$ cat src/rtl/vector_sequencer.sv
// Vector sequencer: applies all 32 five-bit test vectors to a combinational
// circuit under test, holds each for HOLD cycles, and compacts the sampled
// OutF/OutG responses into a 16-bit MISR signature.
module vector_sequencer #(
    parameter int HOLD = 10
) (
    input  logic        Clock,
    input  logic        Resetn,
    input  logic        Start,
    input  logic        Abort,
    input  logic        InF,
    input  logic        InG,
    output logic        OutA,
    output logic        OutB,
    output logic        OutC,
    output logic        OutD,
    output logic        OutE,
    output logic [4:0]  VecIdx,
    output logic        Busy,
    output logic        Done,
    output logic [15:0] Signature
);

    typedef enum logic [1:0] {
        IDLE  = 2'd0,
        APPLY = 2'd1,
        DONE  = 2'd2
    } state_t;

    // Last hold-counter value before a sample is taken
    localparam logic [7:0] HOLD_LAST = 8'(HOLD - 1);

    state_t      state;
    logic [7:0]  holdCnt;
    logic [4:0]  vecIdx;
    logic [15:0] sig;
    logic        busyQ;
    logic        doneQ;

    // One MISR step: shift in the feedback tap, then fold the two responses
    // into the two low-order bits.
    function automatic logic [15:0] misrNext(input logic [15:0] cur,
                                             input logic       f,
                                             input logic       g);
        logic fb;
        fb = cur[15] ^ cur[13] ^ cur[12] ^ cur[10];
        return {cur[14:0], fb} ^ {14'b0, g, f};
    endfunction

    // Sequencer FSM with registered Busy/Done flags kept in step with state
    always_ff @(posedge Clock or negedge Resetn) begin
        if (!Resetn) begin
            state   <= IDLE;
            holdCnt <= 8'd0;
            vecIdx  <= 5'd0;
            sig     <= 16'h0000;
            busyQ   <= 1'b0;
            doneQ   <= 1'b0;
        end else begin
            case (state)
                IDLE: begin
                    // Abort outranks Start; results of the last sweep stay visible
                    if (Start && !Abort) begin
                        state   <= APPLY;
                        holdCnt <= 8'd0;
                        vecIdx  <= 5'd0;
                        sig     <= 16'h0000;
                        busyQ   <= 1'b1;
                        doneQ   <= 1'b0;
                    end
                end
                APPLY: begin
                    if (Abort) begin
                        // Leave without sampling; signature and index are kept
                        state <= IDLE;
                        busyQ <= 1'b0;
                        doneQ <= 1'b0;
                    end else if (holdCnt == HOLD_LAST) begin
                        sig     <= misrNext(sig, InF, InG);
                        holdCnt <= 8'd0;
                        if (vecIdx == 5'd31) begin
                            state <= DONE;
                            busyQ <= 1'b0;
                            doneQ <= 1'b1;
                        end else begin
                            vecIdx <= vecIdx + 5'd1;
                        end
                    end else begin
                        holdCnt <= holdCnt + 8'd1;
                    end
                end
                DONE: begin
                    // Single-cycle completion pulse; Start and Abort are ignored
                    state <= IDLE;
                    busyQ <= 1'b0;
                    doneQ <= 1'b0;
                end
                default: begin
                    state <= IDLE;
                    busyQ <= 1'b0;
                    doneQ <= 1'b0;
                end
            endcase
        end
    end

    // Stimulus pins mirror the vector index register, OutA is the MSB
    assign {OutA, OutB, OutC, OutD, OutE} = vecIdx;
    assign VecIdx    = vecIdx;
    assign Busy      = busyQ;
    assign Done      = doneQ;
    assign Signature = sig;

endmodule

$ cat config.mk
export PLATFORM = sky130hd
export DESIGN_NAME = vector_sequencer
export DESIGN_NICKNAME = d
export VERILOG_FILES = /design/src/rtl/vector_sequencer.sv
export SDC_FILE = /design/constraint.sdc
export NUM_CORES = 1
export LEC_CHECK = 0
export BUFFER_PORTS_ARGS = -buffer_cell sky130_fd_sc_hd__buf_4
export CORE_MARGIN = 5
export CORE_UTILIZATION = 53
export DETAILED_ROUTE_END_ITERATION = 6
export PLACE_DENSITY = 0.78
export SYNTH_ARGS = -nofsm -noshare
export SYNTH_HDL_FRONTEND = slang
export SYNTH_SLANG_ARGS = --single-unit
$ cat constraint.sdc
create_clock -name Clock -period 2.7 [get_ports Clock]
set_input_delay 0.27 -clock Clock [delete_from_list [all_inputs] [get_ports Clock]]
set_output_delay 0.27 -clock Clock [all_outputs]
set_load 0.005 [all_outputs]
-- Word-level counts from Yosys, hierarchy flattened
Index checks and enable logic that the tools add are counted.
W data, S select, Z words.
- add/subtract/negate cells: 2
- equal/unequal tests: 9
- multiplexer cells: 28
- bitwise operators: 4
- reduce and logical (&&, ||, !) cells: 8
- operators by type and width (kind ; number):
    $mux W16 ; 3
    $pmux W16 S2 ; 1
    $mux W8 ; 3
    $mux W5 ; 4
    $pmux W8 S2 ; 1
    $xor A16 B2 Y16 ; 1
    $pmux W5 S2 ; 1
    $add A8 B1 Y8 const B ; 1
    $eq A8 B4 Y1 const B ; 1
    $mux W1 ; 8
    $mux W2 ; 4
    $ne A2 B2 Y1 const B ; 4
    $ne A3 B3 Y1 const B ; 2
    $reduce_and A3 Y1 ; 2
    $add A5 B1 Y5 const B ; 1
    $eq A5 B5 Y1 const B ; 1
    $reduce_and A5 Y1 ; 1
    $pmux W1 S2 ; 2
    $pmux W2 S2 ; 1
    $reduce_and A4 Y1 ; 1
    $xor A1 B1 Y1 ; 3
    $eq A2 B1 Y1 const B ; 1
    $logic_not A2 Y1 ; 1
    $reduce_bool A2 Y1 ; 1
    2 further kinds ; 2
- register bits: 33
- input port bits: 6
- output and inout bits: 28
- word-level logic and storage cells: 57

-- Depth between registers and ports, before layout
Gate-level depths: netlist of the first run.
- word-level depth: 7
- mapped depth: 7
- mapped depth without buffers: 7

-- Least setup slack after synthesis of the first run
OpenSTA, ideal clock, no wires.
- kind: reg2reg
- start: register vecIdx[1] (netlist: VecIdx[1])
- end: register vecIdx[3] (netlist: VecIdx[3])
- setup time: 77 ps
- arrival: 2255 ps
- required time: 2623 ps
- setup slack: 368 ps
- stages on the path, launching flop included: 8
- clock period less this slack: 2332 ps
- path through: dfrtp_1 -> ha_1 -> and3_1 -> ha_1 -> or4b_1 -> o21a_4 -> or4_1 -> a21oi_1
- longest elaborated chain between the ends: 5
- elaborated cells on any way between the ends: 8
- ends and longest elaborated chain (element ; RTL line ; source):
    from (decl) ; 35 ; logic [4:0] vecIdx;
    from (signal assigned) ; 86 ; vecIdx <= vecIdx + 5'd1;
    $add A5 B1 Y5 ; 86 ;
    $mux W5 ; 81 ; if (vecIdx == 5'd31) begin
    $mux W5 ; 78 ; end else if (holdCnt == HOLD_LAST) begin
    $mux W5 ; 73 ; if (Abort) begin
    $pmux W5 S2 ; 60 ; case (state)
Parallel ways exist; a longest one is shown, timed or not. The select of a mux whose other input is x is not followed.
A chain may end at the register's enable or synchronous reset.

-- Final worst setup path of the first run
Ends and elaborated chain as after synthesis.

==> impl_metrics.tcl, run 1 <==
set metrics [dict create \
    status "complete, no violations" \
    critPathKind "reg -> reg" \
    synthTopCellsByArea "dfrtp_1 49%, o21ai_0 6.0%, nand4_1 5.1%" \
    cts_resized 0 \
    critPathLaunchType "flip-flop" \
    synth_sequential_area_ratio 0.4882 \
    synthesis.area_um2 1589 \
    grt_pass1_wl_um 5934 \
    cts_made_buffers 5 \
    numPortBuffers 33 \
    synth_largest_area_cell "dfrtp_1" \
    drt_iter0_markers 98 \
    fin_crit_sh 0.9320 \
    dr.pass1.iters 4 \
    power_uw 1098 \
    ant_nets 0 \
    finalHoldViolations 0 \
    grt_pass1_vias 1325 \
    min_path_type "in -> reg" \
    ios 34 \
    rows 19 \
    fin_nets 201 \
    grt_use_total 0.1780 \
    clock_sinks 31 \
    cp-startpoint "VecIdx[1]" \
    period_minus_slack_ns 2.517 \
    p_int_uw 836.4 \
    power_frac_clock 0.416 \
    worst_ep_arrival_time_ns 2.78 \
    p_leak_uw 0.0008812 \
    synth_most_common_cell "dfrtp_1" \
    clk_path_buf_depth 2 \
    core_area_um2 2805 \
    synth_edf_count 0 \
    drc_errors 0 \
    syn_to_final_growth_pct 22.44 \
    syn_inst 158 \
    slew_headroom 0.2944 \
    async_flop_share 1.000 \
    antenna_found_initial 0 \
    switchingPower_uw 261.3 \
    num_vias 1270 \
    combPwrFrac 0.121 \
    end_kind "flip-flop" \
    crit_path_max_fanout 10 \
    fp.dieW_um 64.76 \
    yosys.area.top_type_share 0.4882 \
    switching_share 0.2380 \
    chipHeight_um 64.76 \
    ys_types 34 \
    die-area_um2 4193 \
    ys_warn_count 0 \
    clk_pin_slew_ns 0.10 \
    fin_worst_skew_ns 0.004268 \
    cts_tree "built" \
    worstMarginPinSlew_ns 1.047 \
    root_buffer "clkbuf_4" \
    overflow 0 \
    cap_violations 0 \
    maxSlewViolCount 0 \
    grt_start_max_net_pins 32 \
    h-tree-depth 2 \
    synth_ff_type "dfrtp_1" \
    initial_utilization 0.5665 \
    fmax_mhz 397.4 \
    power_per_cell_area_nw_per_um2 564.2 \
    clk_latency_ns 0.33 \
    finalWirelength_um 3401 \
    syn_nets 168 \
    dp_hpwl_um 2441 \
    place_congestion 0.8221 \
    synthTopCellsByCount "31 x dfrtp_1, 19 x o21ai_0, 15 x inv_1" \
    via_per_inst 5.695 \
    min_from "Abort" \
    p_seq_frac 0.463 \
    critPathRequiredTime_ns 2.96 \
    avgSynthCellArea_um2 10.06 \
    ir_drop_mv 0.4023 \
    wire_per_inst_um 15.25 \
    drive_gt1_frac 0.2760 \
    diodes 0 \
    fin_setup_tns_ns 0 \
    rsz0062_at_grt "no" \
    r2r_start "VecIdx[1]" \
    finalSetupViolCount 0 \
    synth_seq_cells 31 \
]
==> logic make-up after synthesis <==
group                      share of synthesized area
buffers and inverters                        0.08267
and+or+nand+nor                               0.2024
adders and majority gates                    0.03150
DFF                                           0.4882
xor gates and xnor gates                     0.05276
muxes                                        0.02834
AOI/OAI and AO/OA                             0.1142
==> critical path: stages, from the launching register on <==
cell	delay [ns]
dfrtp_1	0.45
ha_1	0.24
and3_1	0.19
ha_1	0.19
or4b_1	0.49
o21a_4	0.25
or4_1	0.47
a21oi_1	0.17
==> state kept, by name, indices dropped and copies added (netlist names) <==
register and cells:
Signature 16, holdCnt 8, VecIdx 5, Busy 1
state 1
==> path summary, 6_finish.rpt <==
path / end / slack, ns / cells after the start
min: state[1] / 0.11 / 2
min reg2reg: state[1] / 0.54 / 1
max reg2reg: VecIdx[3] / 0.18 / 7
min in group asynchronous: holdCnt[3] / 0.40 / 2
max: VecIdx[3] / 0.18 / 7
max in group asynchronous: holdCnt[0] / 2.03 / 2
==> what timing repair did <==
action                                 4_1_cts  5_1_grt
endpoints found under the hold margin       31        0
hold buffers                                 1        0
buffers inserted                             0        0
==> cell usage in the layout (no fill, tap or decap), types with 2 or more instances in the layout <==
| master | netlist | routed |
|---|---|---|
| dfrtp_1 | 31 | 31 |
| xnor2_1 | 7 | 7 |
| ha_1 | 4 | 4 |
| nand3_1 | 3 | 3 |
| bufinv_16 | 0 | 2 |
| nand4_1 | 13 | 13 |
| inv_1 | 15 | 15 |
| or3_1 | 3 | 3 |
| mux2_2 | 4 | 4 |
| nand2_1 | 6 | 6 |
| o21a_1 | 2 | 2 |
| a21oi_1 | 4 | 4 |
| nor3b_1 | 2 | 2 |
| or4_1 | 3 | 3 |
| buf_4 | 6 | 37 |
| o21ai_0 | 19 | 19 |
| clkbuf_4 | 0 | 5 |
| o31ai_1 | 4 | 4 |
| nor2_1 | 11 | 11 |
| nor4_1 | 2 | 2 |
==> area by class of cell <==
class	count	area, µm²
clock buffers	5	37.54
inverters	15	56.30
fillers	206	859.6
well taps	31	38.79
flip-flops and latches	31	775.7
clock inverters	3	67.56
multi-input cells	100	681.9
repair buffers	38	287.8
==> stage by stage <==
step	hold slack, ns	cells	util	setup slack (ns)	cell area [µm²]
after floorplan	-0.02559	158	-	0.3680	1589
after global placement	0.2193	214	0.6525	0.3412	1831
after detailed placement	0.2216	214	0.6525	0.2032	1831
after CTS	0.1045	223	0.6936	0.1870	1946
after global routing	0.1135	223	0.6936	0.08495	1946
final	0.1115	223	0.6936	0.1835	1946
==> per-layer routing <==
layer  track usage  share of wire
met5             0              0
met4       0.06332          0.011
met3       0.03972          0.032
met2        0.3040           0.53
met1        0.2215           0.42
==> power groups by stage <==
stage | clock network, µW | logic (µW) | registers (µW)
final | 456 | 133 | 508
after global routing | 490 | 148 | 512
after CTS | 461 | 135 | 508
after detailed placement | 0 | 134 | 517
after global placement | 0 | 131 | 515
after floorplan | 0 | 81.4 | 514
No activity file was read; power rests on OpenSTA's default activity.
==> inputs of run 2 (changes only) <==
--- a/config.mk
+++ b/config.mk
@@ -7,9 +7,9 @@
 export LEC_CHECK = 0
 export BUFFER_PORTS_ARGS = -buffer_cell sky130_fd_sc_hd__buf_4
 export CORE_MARGIN = 5
-export CORE_UTILIZATION = 53
+export CORE_UTILIZATION = 48
 export DETAILED_ROUTE_END_ITERATION = 6
-export PLACE_DENSITY = 0.78
+export PLACE_DENSITY = 0.74
 export SYNTH_ARGS = -nofsm -noshare
 export SYNTH_HDL_FRONTEND = slang
 export SYNTH_SLANG_ARGS = --single-unit
==> constraint.sdc (replaced) <==
create_clock -name Clock -period 2.1 [get_ports Clock]
set_input_delay 0.21 -clock Clock [delete_from_list [all_inputs] [get_ports Clock]]
set_output_delay 0.21 -clock Clock [all_outputs]
set_load 0.005 [all_outputs]
==> run 2 against run 1 <==
Compared with the run above:
- the run now ends with setup timing left
- worst setup slack worse by 0.34 ns
- global-route usage increased by 0.98 points
- core utilization fell by 2.8 points
- final area is 6.2% higher
- largest cell class unchanged
- largest power group unchanged
- maximum frequency increased by 11%
==> impl_metrics.tcl, run 2 (synthesis results as in run 1) <==
set metrics [dict create \
    status "finished with violations" \
    violations "setup timing" \
    initial_utilization 0.5121 \
    grt_use_total 0.1878 \
    min_path_type "in -> reg" \
    end_kind "flip-flop" \
    critPathKind "reg -> reg" \
    maxSlewViolCount 0 \
    rows 20 \
    clk_latency_ns 0.33 \
    period_minus_slack_ns 2.259 \
    syn_to_final_growth_pct 30.00 \
    dp_cells 237 \
    critPathRequiredTime_ns 2.36 \
    ant_nets 0 \
    layoutNonFillerInstCount 246 \
    ir_drop_mv 0.4128 \
    rsz0062_at_grt "yes" \
    crit_path_max_fanout 7 \
    fin_crit_sh 1.076 \
    finalHoldViolations 0 \
    num_vias 1341 \
    power_uw 1348 \
    largest_register_ffs 16 \
    drive_gt1_frac 0.3515 \
    critPathLaunchType "flip-flop" \
    drc_errors 0 \
    setup_slack_ns -0.1591 \
    dr.pass1.iters 4 \
    h-tree-depth 2 \
    clk_path_buf_depth 2 \
    finalSetupViolCount 4 \
    dp_hpwl_um 2693 \
    holdWs_ns 0.07464 \
    final_area_um2 2066 \
    grt_pass1_wl_um 6292 \
    fmax_mhz 442.7 \
    clock_sinks 31 \
    overflow 0 \
    wire_per_inst_um 15.00 \
    cts_made_buffers 5 \
    chipHeight_um 67.54 \
    via_per_inst 5.451 \
    numPortBuffers 33 \
    clk_pin_slew_ns 0.09 \
    drt_iter0_markers 112 \
    root_buffer "clkbuf_4" \
    antenna_found_initial 0 \
    fin_worst_skew_ns 0.01028 \
    p_leak_uw 0.0009307 \
    fin_nets 211 \
    fp.dieW_um 67.54 \
    grt_pass1_vias 1377 \
    power_per_cell_area_nw_per_um2 652.7 \
    core_area_um2 3103 \
    die-area_um2 4561 \
    placed_cell_area_um2 1942 \
    cts_tree "built" \
    cap_violations 0 \
    mostFrequentLayoutCell "buf_4" \
    worstMarginPinSlew_ns 1.174 \
    ios 34 \
    grt_start_max_net_pins 32 \
    worst_ep_arrival_time_ns 2.52 \
    mostFrequentLayoutCells "46 x buf_4, 31 x dfrtp_1, 19 x o21ai_0" \
    diodes 0 \
    finalWirelength_um 3691 \
    slew_headroom 0.2089 \
    place_congestion 0.8408 \
]
run 2: final timing paths:
path,from,end,slack (ns),cells past startpoint
setup reg to reg,VecIdx[0],VecIdx[3],-0.16,7
hold reg to reg,Signature[11],Signature[11],0.55,1
hold / removal,Abort,state[1],0.07,2
min in group asynchronous,Resetn,Signature[14],0.34,2
max in group asynchronous,Resetn,Signature[4],1.45,2
setup / recovery,VecIdx[0],VecIdx[3],-0.16,7
run 2: area by class of cell:
| class | instances | area, µm² |
|---|---|---|
| Timing Repair Buffer | 48 | 366.6 |
| Clock buffer | 6 | 51.30 |
| Multi-Input combinational cell | 100 | 725.7 |
| Fill cell | 261 | 1037 |
| Tap cell | 44 | 55.05 |
| Inverter | 15 | 56.30 |
| Clock inverter | 2 | 35.03 |
| Sequential cell | 31 | 775.7 |
run 2: what timing repair did:
action | CTS | global route
endpoints found under the hold margin | 31 | 0
buffers inserted | 0 | 0
hold buffers | 1 | 0
pin swaps | 1 | 0
resized for setup | 2 | 5
setup endpoints to repair | 7 | 8
run 2: metrics by stage:
| step | worst slack (ns) | setup TNS [ns] | util |
|---|---|---|---|
| final | -0.1591 | -0.5532 | 0.6657 |
| after detailed placement | -0.2073 | -0.6972 | 0.6258 |
| after floorplan | -0.1687 | -0.4358 | - |
| after CTS | -0.1731 | -0.5694 | 0.6585 |
| after global routing | -0.2300 | -0.9069 | 0.6657 |
| after global placement | -0.1261 | -0.3458 | 0.6258 |
run 2: report_power, final:
part / switching (µW) / internal (µW)
Sequential: 20.2 / 623
Combinational: 110 / 108
Clock: 206 / 281
Total: 336 / 1010
run 2: per-layer routing:
| metal | vias up | GRT usage | part of all wire |
|---|---|---|---|
| li1 | 638 | - | - |
| met1 | 655 | 0.2172 | 0.42 |
| met2 | 46 | 0.3244 | 0.51 |
| met3 | 2 | 0.05824 | 0.067 |
| met4 | 0 | 0.06835 | 0.0084 |
| met5 | - | 0 | 0 |
run 2: worst max-delay path, stage by stage (launching register included):
cell	delay (ns)
dfrtp_1	0.39
ha_2	0.19
and3_4	0.18
ha_4	0.15
or4b_4	0.51
o21a_4	0.23
or4_4	0.42
a21oi_2	0.12
